--- src/rtl/dcf77_sync_controller.sv ---
// dcf77_sync_controller: qualifies DCF77 minute frames, locks after CONFIRM_FRAMES, emits sincro 2 cycles after strobe.
// No backpressure: strobes arriving mid-check are dropped. Optional counters under `DCF77_SYNC_STATS_EN.
module dcf77_sync_controller #(
  parameter int CONFIRM_FRAMES = 2,
  parameter int HOLDOVER_MIN   = 60
) (
  input  logic        clk_in,
  input  logic        reset_n,
  input  logic        frame_strobe,
  input  logic [58:0] wb_tempbuffer,
  input  logic        tick_min,
  output logic        sincro,
  output logic [58:0] wb_frame,
  output logic        locked,
  output logic        frame_ok,
  output logic        frame_err
`ifdef DCF77_SYNC_STATS_EN
  ,
  output logic [7:0]  err_count,
  output logic [7:0]  resync_count
`endif
);

  localparam logic [2:0] CONF_TGT = 3'(CONFIRM_FRAMES);
  localparam logic [7:0] HOLD_TGT = 8'(HOLDOVER_MIN);

  typedef enum logic [1:0] {
    UNSYNC = 2'd0,
    CAND   = 2'd1,
    LOCKED = 2'd2
  } sync_state_t;

  sync_state_t state, state_nxt;

  logic        checking;
  logic [58:0] chk_frame;
  logic [57:21] ref_frame;
  logic        ref_vld, ref_vld_nxt, ref_load;
  logic [2:0]  conf_cnt, conf_nxt;
  logic [7:0]  hold_cnt, hold_nxt;
  logic        sincro_nxt, ok_nxt, err_nxt;

  // BCD fields of the frame under check
  logic [3:0] min_u, hour_u, day_u, mon_u, yr_u, yr_t;
  logic [2:0] min_t;
  logic [1:0] hour_t, day_t;
  logic       mon_t;

  assign min_u  = chk_frame[24:21];
  assign min_t  = chk_frame[27:25];
  assign hour_u = chk_frame[32:29];
  assign hour_t = chk_frame[34:33];
  assign day_u  = chk_frame[39:36];
  assign day_t  = chk_frame[41:40];
  assign mon_u  = chk_frame[48:45];
  assign mon_t  = chk_frame[49];
  assign yr_u   = chk_frame[53:50];
  assign yr_t   = chk_frame[57:54];

  logic markers_ok, parity_ok, min_ok, hour_ok, day_ok, mon_ok, year_ok, frame_valid;

  assign markers_ok = !chk_frame[0] && chk_frame[20];
  assign parity_ok  = !(^chk_frame[28:21]) && !(^chk_frame[35:29]) && !(^chk_frame[58:36]);
  assign min_ok     = (min_u <= 4'd9) && (min_t <= 3'd5);
  assign hour_ok    = (hour_u <= 4'd9) &&
                      ((hour_t < 2'd2) || ((hour_t == 2'd2) && (hour_u <= 4'd3)));
  assign day_ok     = (day_u <= 4'd9) && !((day_t == 2'd0) && (day_u == 4'd0)) &&
                      ((day_t < 2'd3) || ((day_t == 2'd3) && (day_u <= 4'd1)));
  assign mon_ok     = (mon_u <= 4'd9) && (mon_t ? (mon_u <= 4'd2) : (mon_u != 4'd0));
  assign year_ok    = (yr_u <= 4'd9) && (yr_t <= 4'd9);
  assign frame_valid = markers_ok && parity_ok && min_ok && hour_ok && day_ok && mon_ok && year_ok;

  // Minute continuity: compare in binary, 59 wraps to 0 and frees the upper fields.
  logic [6:0] chk_min, ref_min, exp_min;
  logic       min_wrap, consistent;

  assign chk_min    = {4'd0, min_t} * 7'd10 + {3'd0, min_u};
  assign ref_min    = {4'd0, ref_frame[27:25]} * 7'd10 + {3'd0, ref_frame[24:21]};
  assign min_wrap   = (ref_min == 7'd59);
  assign exp_min    = min_wrap ? 7'd0 : ref_min + 7'd1;
  assign consistent = ref_vld && (chk_min == exp_min) &&
                      (min_wrap || (chk_frame[57:29] == ref_frame[57:29]));

  always_comb begin
    state_nxt   = state;
    conf_nxt    = conf_cnt;
    ref_vld_nxt = ref_vld;
    ref_load    = 1'b0;
    hold_nxt    = hold_cnt;
    sincro_nxt  = 1'b0;
    ok_nxt      = 1'b0;
    err_nxt     = 1'b0;

    if (checking) begin
      ok_nxt  = frame_valid;
      err_nxt = !frame_valid;
      if (frame_valid) begin
        ref_load    = 1'b1;
        ref_vld_nxt = 1'b1;
      end
      case (state)
        UNSYNC: begin
          if (frame_valid) begin
            conf_nxt = 3'd1;
            if (CONF_TGT == 3'd1) begin
              sincro_nxt = 1'b1;
              state_nxt  = LOCKED;
            end else begin
              state_nxt = CAND;
            end
          end
        end
        CAND: begin
          if (!frame_valid) begin
            conf_nxt    = 3'd0;
            ref_vld_nxt = 1'b0;
            state_nxt   = UNSYNC;
          end else if (consistent) begin
            conf_nxt = conf_cnt + 3'd1;
            if (conf_cnt + 3'd1 == CONF_TGT) begin
              sincro_nxt = 1'b1;
              state_nxt  = LOCKED;
            end
          end else begin
            conf_nxt = 3'd1;
          end
        end
        LOCKED: begin
          sincro_nxt = frame_valid && consistent;
        end
        default: state_nxt = UNSYNC;
      endcase
    end

    // A resync in the same cycle as a minute tick takes priority over holdover.
    if (sincro_nxt) begin
      hold_nxt = 8'd0;
    end else if ((state == LOCKED) && tick_min) begin
      if (hold_cnt + 8'd1 >= HOLD_TGT) begin
        state_nxt   = UNSYNC;
        conf_nxt    = 3'd0;
        ref_vld_nxt = 1'b0;
        hold_nxt    = 8'd0;
      end else if (hold_cnt != 8'hFF) begin
        hold_nxt = hold_cnt + 8'd1;
      end
    end

    if (state_nxt != LOCKED) begin
      hold_nxt = 8'd0;
    end
  end

  always_ff @(posedge clk_in) begin
    if (!reset_n) begin
      state     <= UNSYNC;
      checking  <= 1'b0;
      chk_frame <= '0;
      ref_frame <= '0;
      ref_vld   <= 1'b0;
      conf_cnt  <= 3'd0;
      hold_cnt  <= 8'd0;
      sincro    <= 1'b0;
      wb_frame  <= '0;
      locked    <= 1'b0;
      frame_ok  <= 1'b0;
      frame_err <= 1'b0;
    end else begin
      state    <= state_nxt;
      ref_vld  <= ref_vld_nxt;
      conf_cnt <= conf_nxt;
      hold_cnt <= hold_nxt;
      checking <= frame_strobe && !checking;
      if (frame_strobe && !checking) begin
        chk_frame <= wb_tempbuffer;
      end
      if (ref_load) begin
        ref_frame <= chk_frame[57:21];
      end
      if (sincro_nxt) begin
        wb_frame <= chk_frame;
      end
      sincro    <= sincro_nxt;
      locked    <= (state_nxt == LOCKED);
      frame_ok  <= ok_nxt;
      frame_err <= err_nxt;
    end
  end

`ifdef DCF77_SYNC_STATS_EN
  always_ff @(posedge clk_in) begin
    if (!reset_n) begin
      err_count    <= 8'd0;
      resync_count <= 8'd0;
    end else begin
      if (err_nxt && (err_count != 8'hFF)) begin
        err_count <= err_count + 8'd1;
      end
      if (sincro_nxt && (state == LOCKED) && (resync_count != 8'hFF)) begin
        resync_count <= resync_count + 8'd1;
      end
    end
  end
`endif

endmodule
--- config.mk ---
export PLATFORM = sky130hd
export DESIGN_NAME = dcf77_sync_controller
export DESIGN_NICKNAME = d
export VERILOG_FILES = /design/src/rtl/dcf77_sync_controller.sv
export SDC_FILE = /design/constraint.sdc
export NUM_CORES = 1
export LEC_CHECK = 0
export ABC_CLOCK_PERIOD_IN_PS = 3600
export BUFFER_PORTS_ARGS = -buffer_cell sky130_fd_sc_hd__buf_2
export CAP_MARGIN = 20
export CORE_UTILIZATION = 56
export CTS_CLUSTER_DIAMETER = 40
export DETAILED_ROUTE_END_ITERATION = 12
export PLACE_DENSITY_LB_ADDON = 0.2
export REMOVE_ABC_BUFFERS = 1
export SYNTH_ARGS = -nofsm -noshare
export SYNTH_HDL_FRONTEND = slang
export SYNTH_SLANG_ARGS = --single-unit
--- constraint.sdc ---
create_clock -name clk_in -period 3.6 [get_ports clk_in]
set_input_delay 0.18 -clock clk_in [delete_from_list [all_inputs] [get_ports clk_in]]
set_output_delay 0.18 -clock clk_in [all_outputs]
set_load 0.02 [all_outputs]
Word-level counts from Yosys, hierarchy flattened. Cells that the tools add are included.

$add $sub $neg: 5. Multipliers: 2. Order comparisons: 13. Equality and inequality tests: 11. Mux-type cells: 35. Bitwise gates (word level): 1. Reductions and logical operators: 44.

Operators with widths (number): $eq A29 B29 Y1 (1); $le A4 B4 Y1 const B (6); $logic_and A1 B1 Y1 (23); $reduce_xor A23 Y1 (1); $mux W3 (7); $mux W2 (8); $mux W8 (2); $add A7 B4 Y7 (2); $mux W1 (14); $mul A3 B3 Y6 const B (2); $add A8 B1 Y8 const B (1); $eq A2 B2 Y1 const B (4); $ge A8 B6 Y1 const B (1); $le A4 B2 Y1 const B (2); $ne A8 B8 Y1 const B (1); $reduce_xor A8 Y1 (1); $add A7 B1 Y7 const B (1); $eq A7 B6 Y1 const B (1); $eq A7 B7 Y1 (1); $logic_not A1 Y1 (7); $mux W7 (1); $reduce_xor A7 Y1 (1); $pmux W2 S3 (1); $pmux W3 S2 (1); 16 further kinds (21).

Flip-flop bits (word level): 174. Input port bits: 63. Output and inout port bits: 63. Word-level logic and storage cells: 123.

Longest topological paths before layout. Gate-level depths: netlist (run 1).

Depth after elaboration: 18. Depth in mapped cells: 13.

Least setup slack after synthesis (run 1). Ideal clock, no wire load.

Path kind: register to register. From: register chk_frame[27]. To: register conf_cnt[1]. Data arrival time: 3174 ps. Required time: 3533 ps. Slack: 359 ps. Cell stages (with the launch flop): 12. Period minus slack after synthesis: 3241 ps. Cell sequence: dfxtp_1 > ha_1 > ha_1 > nor2b_1 > o211a_1 > o211a_1 > nor4_1 > o21ai_1 > or4_1 > buf_2 > or4_4 > a21oi_2.

Cells in the longest elaborated chain, start to end: 16. Elaborated cells on any way between the ends: 30.

Ends and longest elaborated chain: from (decl) (line 36) `logic [58:0] chk_frame;`; from (signal assigned) (line 175) `chk_frame <= wb_tempbuffer;`; branches (longest 15 deep; another with $add A7 B4 Y7); $mux W3 (*) (line 136) `if (sincro_nxt) begin`; to (signal assigned) (line 171) `conf_cnt <= conf_nxt;`; to (decl) (line 39) `logic [2:0] conf_cnt, conf_nxt;`.

Every way passes the cells marked *. A chain may end at the register's enable or synchronous reset.

Worst setup path in the final report (run 1).
From: register chk_frame[25]. To: register state[1].

Cells in the longest elaborated chain, start to end: 16. Elaborated cells on any way between the ends: 30.

Ends and longest elaborated chain: branches (longest 15 deep; another with $add A7 B4 Y7); $mux W2 (*) (line 136); to (signal assigned) (line 169) `state <= state_nxt;`; to (decl) (line 33) `sync_state_t state, state_nxt;`.

Marked as above.

==> results of run 1 <==
[synthesized netlist by cell type (all sizes together), types with 2 or more instances]
master / instances / area, um2
a2111o: 2 / 22.5
a211oi: 4 / 30.0
and2: 2 / 12.5
nor2b: 9 / 56.3
or4: 3 / 30.0
o22ai: 3 / 18.8
o2111ai: 3 / 32.5
nor3: 17 / 85.1
mux2i: 57 / 571
ha: 48 / 601
clkbuf: 35 / 131
nor2: 78 / 293
nand2: 212 / 796
xor2: 7 / 61.3
nor4: 5 / 46.3
o211a: 2 / 20.0
a211o: 2 / 17.5
o21ai: 19 / 95.1
fa: 2 / 40.0
and3: 8 / 50.1
a21o: 2 / 16.3
nand3: 8 / 40.0
or2: 3 / 18.8
a32oi: 3 / 26.3
a21oi: 110 / 554
o31a: 4 / 35.0
nand4: 15 / 93.8
xnor2: 57 / 499
buf: 18 / 108
dfxtp: 173 / 3460
inv: 39 / 146
o211ai: 5 / 37.5
nand2b: 9 / 56.3
nor4b: 3 / 38.8
[state kept, by name, indices dropped and copies added (netlist names), 2 cells and up]
register and flops:
chk_frame 59, conf_cnt 3, ref_frame 36, wb_frame 59
hold_cnt 8, state 2
[stage by stage]
| step | power (uW) | std cells | area (um2) | hold slack [ns] |
|---|---|---|---|---|
| after detailed placement | 2480 | 1279 | 9250 | 0.425 |
| after CTS | 4310 | 1366 | 10400 | 0.00167 |
| after global routing | 4460 | 1369 | 10500 | 0.00873 |
| final | 4300 | 1369 | 10500 | 0.0120 |
| after floorplan | 2330 | 932 | 8070 | 0.303 |
| after global placement | 2470 | 1279 | 9250 | 0.420 |
[tightest hold or removal path, stage by stage]
cell and delay [ns]:
buf_2 0.10, nand2_1 0.06, a21oi_1 0.05
[power groups by stage]
stage | combinational, uW | sequential (uW) | clock [uW]
floorplan | 296 | 2040 | 0
global placement | 427 | 2040 | 0
detailed placement | 436 | 2040 | 0
CTS | 483 | 2000 | 1830
global route | 545 | 2000 | 1910
finish | 490 | 2000 | 1810
[layout make-up]
cell class,count,area (um2),area share [%]
Clock inverter,15,160,1.52
Sequential cell,173,3470,32.9
Multi-Input combinational cell,720,4560,43.2
Timing Repair Buffer,221,1550,14.7
Inverter,39,149,1.41
Tap cell,184,230,2.18
Clock buffer,17,425,4.04
[worst paths after layout]
| kind | end | depth (start not counted) |
|---|---|---|
| max | state[1] | 13 |
| min | chk_frame[52] | 3 |
| max reg2reg | state[1] | 13 |
| min reg2reg | wb_frame[0] | 2 |
[logic make-up after synthesis]
kind of cell | Yosys count | synth area share, %
buffers and inverters | 92 | 4.64
AO/OA/AOI/OAI | 167 | 11.8
adder cells (fa/ha/maj) | 50 | 7.71
AND/OR/NAND/NOR | 381 | 20.4
multiplexers | 58 | 7.01
flip-flops | 173 | 41.7
XOR/XNOR | 64 | 6.75
[what timing repair did]
| action | in CTS | in global routing |
|---|---|---|
| buffers inserted | 1 | 2 |
| cloned | 1 | 1 |
| endpoints found under the hold margin | 53 | 0 |
| setup endpoints to repair | 27 | 72 |
| pin swaps | 4 | 4 |
| resized for setup | 1 | 19 |
| hold buffers | 53 | 0 |
[layer usage]
layer,track usage (%),routed length (um)
met1,33.2,8960
met2,46.5,10200
met3,5.63,716
met4,8.89,282
met5,0,0
==> results.md, run 1 <==
* Power Dens Cells at 407 mW/mm2
* Crit-path max FO at 12
* Post-route clock period utilization at 97.9%
* Max clock buf depth at 2
* R2r startpoint: chk_frame[25]
* Switching power at 1140 uW
* Layout cell share with drive strength beyond 1 at 19.7%
* # clock sinks at 173
* Vias at 7320
* Detail Placement HPWL at 12700 um
* Kind of critical path: register to register
* Ys async rst share at 0%
* Yosys warning count at 0
* Synth Register Bits at 173
* Layout Area Growth over Synthesis at 26.9%
* Routed len/inst at 14.7 um
* Crit. End Element: register
* Global-route wire length before repair at 32200 um
* Initial DRT Pass Iterations at 5
* Worst VDD drop at 0.339 mV
* RSZ-0062 raised after global routing: true
* Setup_tns at 0 ns
* Final WS setup at 0.0751 ns
* Worst EP arrival at 3.89 ns
* Register share of total power at 46.5%
* Predominant post-synthesis flop cell: dfxtp_1
* Util after Layout at 72.8%
* Drt initial violations at 386
* Die area at 0.0153 mm2
* CP cell instances: ha_1 > ha_1 > nor2b_2 > o211a_1 > o211a_1 > nor4_2 > o21ai_1 > buf_4 > nor4b_4 > buf_6 > bufbuf_16 > o211ai_1 > o21ba_1
* Cells after Synth at 985
* Gpl congestion at 0.860
* Die width at 124 um
* Register area share after synthesis at 41.7%
* Htree depth at 4
* Synth cell types at 62
* Initial antenna violation count at 0
* Actual slew at the worst max-slew pin at 1.01 ns
* Worst-Skew Late Latency at 0.42 ns
* # fillers at 1118
* Area of the core at 0.0145 mm2
* Number of placement rows at 44
* # DRC at 0
* FMAX at 284 MHz
* Clk_skew at 0.00879 ns
* Crit path required time at 3.97 ns
* Synth Cell Area at 0.00831 mm2
* Most frequent cells in the layout: 211 x nand2_1, 169 x dfxtp_1, 125 x buf_2, 109 x a21oi_1, 78 x nor2_1
* Combinational power share at 11.4%
* Status: finished, final reports clean
* Hold Vio Cnt, Final at 0
* Reg2Reg Setup Slack at 0.08 ns
* Antenna Violating Nets Remaining at 0
* Final min period at 3.52 ns
* P_leak at 0.00422 uW
* Crit-path slowest cell: dfxtp_1
* HP Start: wb_tempbuffer[52]
* Max cap viols at 0
* Commonest non-fill, non-tap cell in the layout: nand2_1
* Largest net degree at the start of global routing at 103
* Num ports at 126
* Post-synth EDFFs at 0
* Die Ht at 124 um
* Clk pwr share at 42.1%
* Overflow after GRT at 0
* Ant. Diodes at 0
* Num CTS Buffers at 17
* Relative slew slack at 32.5%
* TritonCTS clock tree: built
* Starting Density at 57.4%
* Sw frac at 26.6%
* Syn_area_per_cell at 8.43 um2
* Endpoints failing setup at 0
* Reg clk slew, reported paths at 0.07 ns
* Crit path launch: chk_frame[25]
* Internal power at 3150 uW
* Vias in the first global route at 6971
* Final Max Slew Viols at 0
* Crit-path max cell delay at 0.34 ns
* PortBufs at 125
* Place WS at -0.0157 ns
* CP top delay family: compound AO/OA/AOI/OAI gates
* DR vias/cell at 5.35
* Clock Tree Root: clkbuf_16
* Routed WL at 20200 um
* Gr usage total at 26.9%
* Startpoint types: register
* Hold WC Path Type: primary input to register
* Crit path buf inv count at 3
* Layout net count at 1285
Power figures use the tool's default switching activity.
==> run 2, diff against run 1 <==
ABC_AREA = 1   (was default)
HOLD_SLACK_MARGIN = 0.08   (was default)
==> run 2 against run 1 <==
Sequential share of layout area increased by 1.2 points. Fmax increased by 7.3%. Clock power about the same. Global-route usage up 0.18 points. Largest power group unchanged.
==> results.md, run 2 <==
* Max cap viols at 0
* Clk_skew at 0.0160 ns
* Synth top area share at 41.7%
* Top cells by area, synth: dfxtp_1 42%, nand2_1 9.7%, ha_1 7.2%, o21ai_0 6.7%, nand3_1 5.1%
* Relative slew slack at 42.4%
* Kind of critical path: register to register
* Area occupied by registers at 0.00346 mm2
* Clk pwr share at 41.1%
* Startpoint types: register
* Num CTS Buffers at 17
* Register share of total power at 45.9%
* RSZ-0062 raised after global routing: false
* Overflow after GRT at 0
* Synth Cell Area at 0.00830 mm2
* Most frequent cells in the layout: 214 x nand2_1, 173 x dfxtp_1, 124 x buf_2, 111 x o21ai_0, 107 x nor2_1
* Post-synth EDFFs at 0
* # DRC at 0
* Regs by FF count: chk_frame (59), wb_frame (59), ref_frame (36)
* Ant. Diodes at 0
* Final WS setup at 0.314 ns
* Routed len/inst at 13.3 um
* Starting Density at 57.3%
* Final Max Slew Viols at 0
* Die area at 0.0153 mm2
* Num ports at 126
* Internal power at 3270 uW
* DR vias/cell at 5.18
* Crit. End Element: register
* Reg clk slew, reported paths at 0.06 ns
* Yosys warning count at 0
* Largest net degree at the start of global routing at 94
* TritonCTS clock tree: built
* Largest area contributor in the netlist: dfxtp_1
* Synth cell types at 41
* Register area share after synthesis at 41.7%
* Max clock buf depth at 2
* Syn_area_per_cell at 7.47 um2
* Vias at 7602
* Drt initial violations at 369
* # fillers at 1219
* Crit-path max FO at 29
* Clock Tree Root: clkbuf_16
* Ys async rst share at 0%
* Detail Placement HPWL at 12700 um
* Worst EP arrival at 3.67 ns
* Place WS at 0.292 ns
* Predominant post-synthesis flop cell: dfxtp_1
* Total power at 4410 uW
* Switching power at 1140 uW
* Number of placement rows at 44
* Commonest non-fill, non-tap cell in the layout: nand2_1
* Initial antenna violation count at 0
* Die Ht at 124 um
* PortBufs at 125
* Power Dens Cells at 435 mW/mm2
* Endpoints failing setup at 0
* Setup_tns at 0 ns
* Antenna Violating Nets Remaining at 0
* Gr usage total at 27.1%
* Initial DRT Pass Iterations at 5
* Hold Vio Cnt, Final at 0
* P_leak at 0.00471 uW
* Final Non-Filler Cells at 1468
* Actual slew at the worst max-slew pin at 0.858 ns
* FMAX at 304 MHz
* Post-CTS setup buffer count at 0
* Global-route wire length before repair at 32500 um
* Most frequent cells after synthesis: 215 x nand2_1, 173 x dfxtp_1, 111 x o21ai_0, 107 x nor2_1, 106 x inv_1
* Crit path required time at 3.98 ns
* Combinational power share at 13.0%
* Synth Register Bits at 173
* Inst Count DP at 1380
* Cells after Synth at 1111
* Layout Area Growth over Synthesis at 22.4%
* Worst VDD drop at 0.361 mV
* Design Area, Final at 0.0102 mm2
* Die width at 124 um
* Hold WC Path Type: primary input to register
* Multi-input gate area at 0.00421 mm2
* Vias in the first global route at 7058
* Htree depth at 4
* Area of the core at 0.0145 mm2
* Post-route clock period utilization at 91.3%
* Routed WL at 19600 um
* Placed instance area at 0.00901 mm2
* Status: finished, final reports clean
* # clock sinks at 173
* Worst-Skew Late Latency at 0.44 ns
* Count leader, synth: nand2_1
* Sw frac at 25.8%
* Gpl congestion at 0.830
* Final min period at 3.29 ns
* Layout net count at 1384
* Layout cell share with drive strength beyond 1 at 14.8%
## run 2: cell type report
| class | count | area share [%] |
|---|---|---|
| flip-flops and latches | 173 | 34.1 |
| multi-input cells | 780 | 41.4 |
| well taps | 184 | 2.27 |
| clock inverters | 9 | 1.07 |
| repair buffers | 189 | 12.4 |
| clock buffers | 23 | 4.61 |
| inverters | 110 | 4.09 |
## run 2: worst paths after layout
kind	start	endpoint	slack (ns)	depth (start not counted)
setup / recovery	ref_frame[25]	wb_frame[18]	0.31	18
hold / removal	wb_tempbuffer[22]	chk_frame[22]	0.11	3
setup reg to reg	ref_frame[25]	wb_frame[18]	0.31	18
hold reg to reg	wb_frame[0]	wb_frame[0]	0.43	2
## run 2: per-stage QoR
stage                     hold slack [ns]  util (%)
final                               0.108      70.1
after global routing                0.125      70.1
after CTS                          0.0869      70.1
after detailed placement            0.417      62.3
after global placement              0.415      62.3
after floorplan                     0.307         -
## run 2: power groups by stage
stage,Sequential (uW),Combinational [uW],Clock [uW]
finish,2030,574,1810
global route,2040,653,1920
CTS,2030,573,1840
detailed placement,2070,521,0
global placement,2070,513,0
floorplan,2060,374,0
## run 2: cells by family (layout without fill, tap and decap cells)
group	Yosys count	count (layout)	share of synthesized area, %
xor+xnor	39	39	4.21
simple gates	475	475	25.3
compound gates	216	216	13.4
fa+ha+maj	50	50	7.72
flops	173	173	41.7
buf+inv	158	331	7.57
## run 2: critical path, cell delays in order, from the launching register on
cell and delay (ns):
dfxtp_1 0.35, ha_1 0.22, inv_1 0.07, fa_1 0.38, inv_1 0.08, nand3_1 0.09
nand3b_1 0.09, nand2_1 0.12, nor2_2 0.17, nand3_2 0.16, nand3_1 0.12, nand3_1 0.08
nor2_1 0.13, and3_4 0.22, nand2_4 0.25, nor2_8 0.19, buf_4 0.32, nand2_1 0.11
nand2_1 0.07
## run 2: what timing repair did
action,4_1_cts,5_1_grt
endpoints found under the hold margin,56,0
hold buffers,56,0
resized for setup,0,2
endpoints found under the setup margin,0,1
## run 2: per-layer routing
metal	up-vias	global-route usage, %	wire [um]
li1	3943	-	-
met4	0	10.2	384
met3	28	7.01	1060
met1	3441	34.1	8990
met5	-	0	0
met2	190	44.3	9120
==> run 3, diff against run 2 <==
BUFFER_PORTS_ARGS = default   (was -buffer_cell sky130_fd_sc_hd__buf_2)
DONT_BUFFER_PORTS = 1   (was default)
==> run 3 against run 2 <==
Sequential power about the same. Clock power about the same. Die area unchanged. Fmax grew 2.9%. Worst hold slack better by 0.038 ns. Global-route usage fell by 1.3 points. Sequential cell count is the same. Non-clock buffer count is 122 lower. Critical path type unchanged. Largest cell class unchanged.
==> results.md, run 3 (synthesized netlist as in run 2, its figures left out) <==
* Status: finished, final reports clean
* Number of placement rows at 44
* Crit. End Element: register
* Antenna Violating Nets Remaining at 0
* Most frequent cells in the layout: 214 x nand2_1, 173 x dfxtp_1, 111 x o21ai_0, 107 x nor2_1, 106 x inv_1
* Reg2Reg Setup Slack at 0.41 ns
* Post-route clock period utilization at 88.7%
* Clk_skew at 0.0103 ns
* Num ports at 126
* Final Non-Filler Cells at 1346
* Max cap viols at 0
* Gr usage total at 25.8%
* P_leak at 0.00413 uW
* Global-route wire length before repair at 30500 um
* TritonCTS clock tree: built
* # clock sinks at 173
* Gpl congestion at 0.842
* Hold WC Path Type: primary input to register
* Initial antenna violation count at 0
* Routed WL at 19200 um
* Commonest non-fill, non-tap cell in the layout: nand2_1
* # DRC at 0
* FF-to-FF End: wb_frame[22]
* Max clock buf depth at 2
* HP Start: tick_min
* Startpoint types: register
* Die Ht at 124 um
* Worst EP arrival at 3.47 ns
* Initial DRT Pass Iterations at 5
* Detail Placement HPWL at 12400 um
* R2r startpoint: ref_frame[25]
* Setup_tns at 0 ns
* Area of the core at 0.0145 mm2
* Endpoints failing setup at 0
* Die width at 124 um
* Drt initial violations at 399
* PortBufs at 0
* Worst VDD drop at 0.368 mV
* Layout Area Growth over Synthesis at 15.4%
* Inst Count DP at 1254
* DR vias/cell at 5.33
* Worst-Skew Late Latency at 0.43 ns
* Layout cell share with drive strength beyond 1 at 5.94%
* CP cell instances: ha_1 > inv_1 > fa_1 > inv_1 > nand3_1 > nand3b_1 > nand2_1 > nor2_2 > nand3_2 > nand2_1 > nand2_1 > nand2_1 > nor2_1 > and3_4 > nand2_4 > nor2_8 > inv_2 > o21ai_0
* Overflow after GRT at 0
* Reg2Reg Depth at 18
* Cells on Worst Hold Path at 5
* Power Dens Cells at 461 mW/mm2
* Post-CTS setup buffer count at 0
* CP top delay family: simple AND/OR/NAND/NOR gates
* Ant. Diodes at 0
* Actual slew at the worst max-slew pin at 0.889 ns
* Largest net degree at the start of global routing at 158
* Final Max Slew Viols at 0
* Reg clk slew, reported paths at 0.06 ns
* WHS Endpoint: state[0]
* Relative slew slack at 40.6%
* Num CTS Buffers at 17
* Crit-path max FO at 32
* Kind of critical path: register to register
* Starting Density at 57.3%
* FMAX at 313 MHz
* Layout net count at 1262
* Vias in the first global route at 6414
* Final min period at 3.19 ns
* Crit-path slowest cell: inv_2
* Regs by FF count: chk_frame (59), wb_frame (59), ref_frame (36)
* Die area at 0.0153 mm2
* Hold Vio Cnt, Final at 0
* CP most frequent cell: nand2_1
* Crit-path max cell delay at 0.44 ns
* RSZ-0062 raised after global routing: false
* Vias at 7173
* Clock Tree Root: clkbuf_16
* Crit path required time at 3.88 ns
* Routed len/inst at 14.2 um
* Crit path buf inv count at 3
* Htree depth at 4
run 3: worst max-delay path by stage:
stage / slack, ns / startpoint / cells after the start / to
after CTS: 0.39 / ref_frame[25] / 18 / wb_frame[22]
after global placement: 0.56 / ref_frame[25] / 16 / wb_frame[21]
after floorplan: 0.24 / checking / 5 / chk_frame[0]
after global routing: 0.16 / ref_frame[25] / 18 / wb_frame[22]
final: 0.41 / ref_frame[25] / 18 / wb_frame[22]
after detailed placement: 0.42 / ref_frame[25] / 18 / wb_frame[22]
run 3: metrics by stage:
| stage | area, um2 | worst slack (ns) | utilization [%] | hold slack [ns] | total power, uW |
|---|---|---|---|---|---|
| 2_1_floorplan | 8080 | 0.239 | - | 0.307 | 2430 |
| 3_3_place_gp | 8370 | 0.559 | 57.8 | 0.316 | 2530 |
| 3_5_place_dp | 8370 | 0.416 | 57.8 | 0.335 | 2540 |
| 4_1_cts | 9570 | 0.389 | 66.1 | 0.135 | 4440 |
| 5_1_grt | 9570 | 0.162 | 66.1 | 0.184 | 4600 |
| 6_report | 9570 | 0.406 | 66.1 | 0.146 | 4410 |
run 3: worst reg2reg max path, delay by kind of cell, from the launching register on:
kind / cells / cell delay [ns]
and+or+nand+nor: 12 / 1.27
DFF: 1 / 0.36
buffers and inverters: 3 / 0.59
adders and majority gates: 2 / 0.61
AOI/OAI and AO/OA: 1 / 0.21
run 3: area by class of cell:
cell class / count / area [um2]
Multi-Input combinational cell: 780 / 4210
Fill cell: 1213 / 4900
Sequential cell: 173 / 3460
Clock buffer: 19 / 453
Inverter: 110 / 413
Timing Repair Buffer: 67 / 671
Tap cell: 184 / 230
Clock inverter: 13 / 138
run 3: layer usage:
metal | routed length (um) | track usage, % | share of wire [%] | vias up
met5 | 0 | 0 | 0 | -
met4 | 237 | 7.68 | 1.2 | 0
met3 | 1240 | 7.60 | 6.5 | 19
met2 | 9270 | 42.8 | 48 | 161
met1 | 8430 | 32.1 | 44 | 3297
li1 | - | - | - | 3696
run 3: repair_timing:
action	in CTS	in global routing
gates resized for setup	0	0
hold buffers	60	0
hold endpoints to repair	162	0
run 3: report_power, final:
group          switching [uW]  internal, uW  total [uW]  leakage [uW]
Sequential               58.7          1970        2030       0.00141
Clock                     777          1060        1840      0.000291
Combinational             324           221         545       0.00243
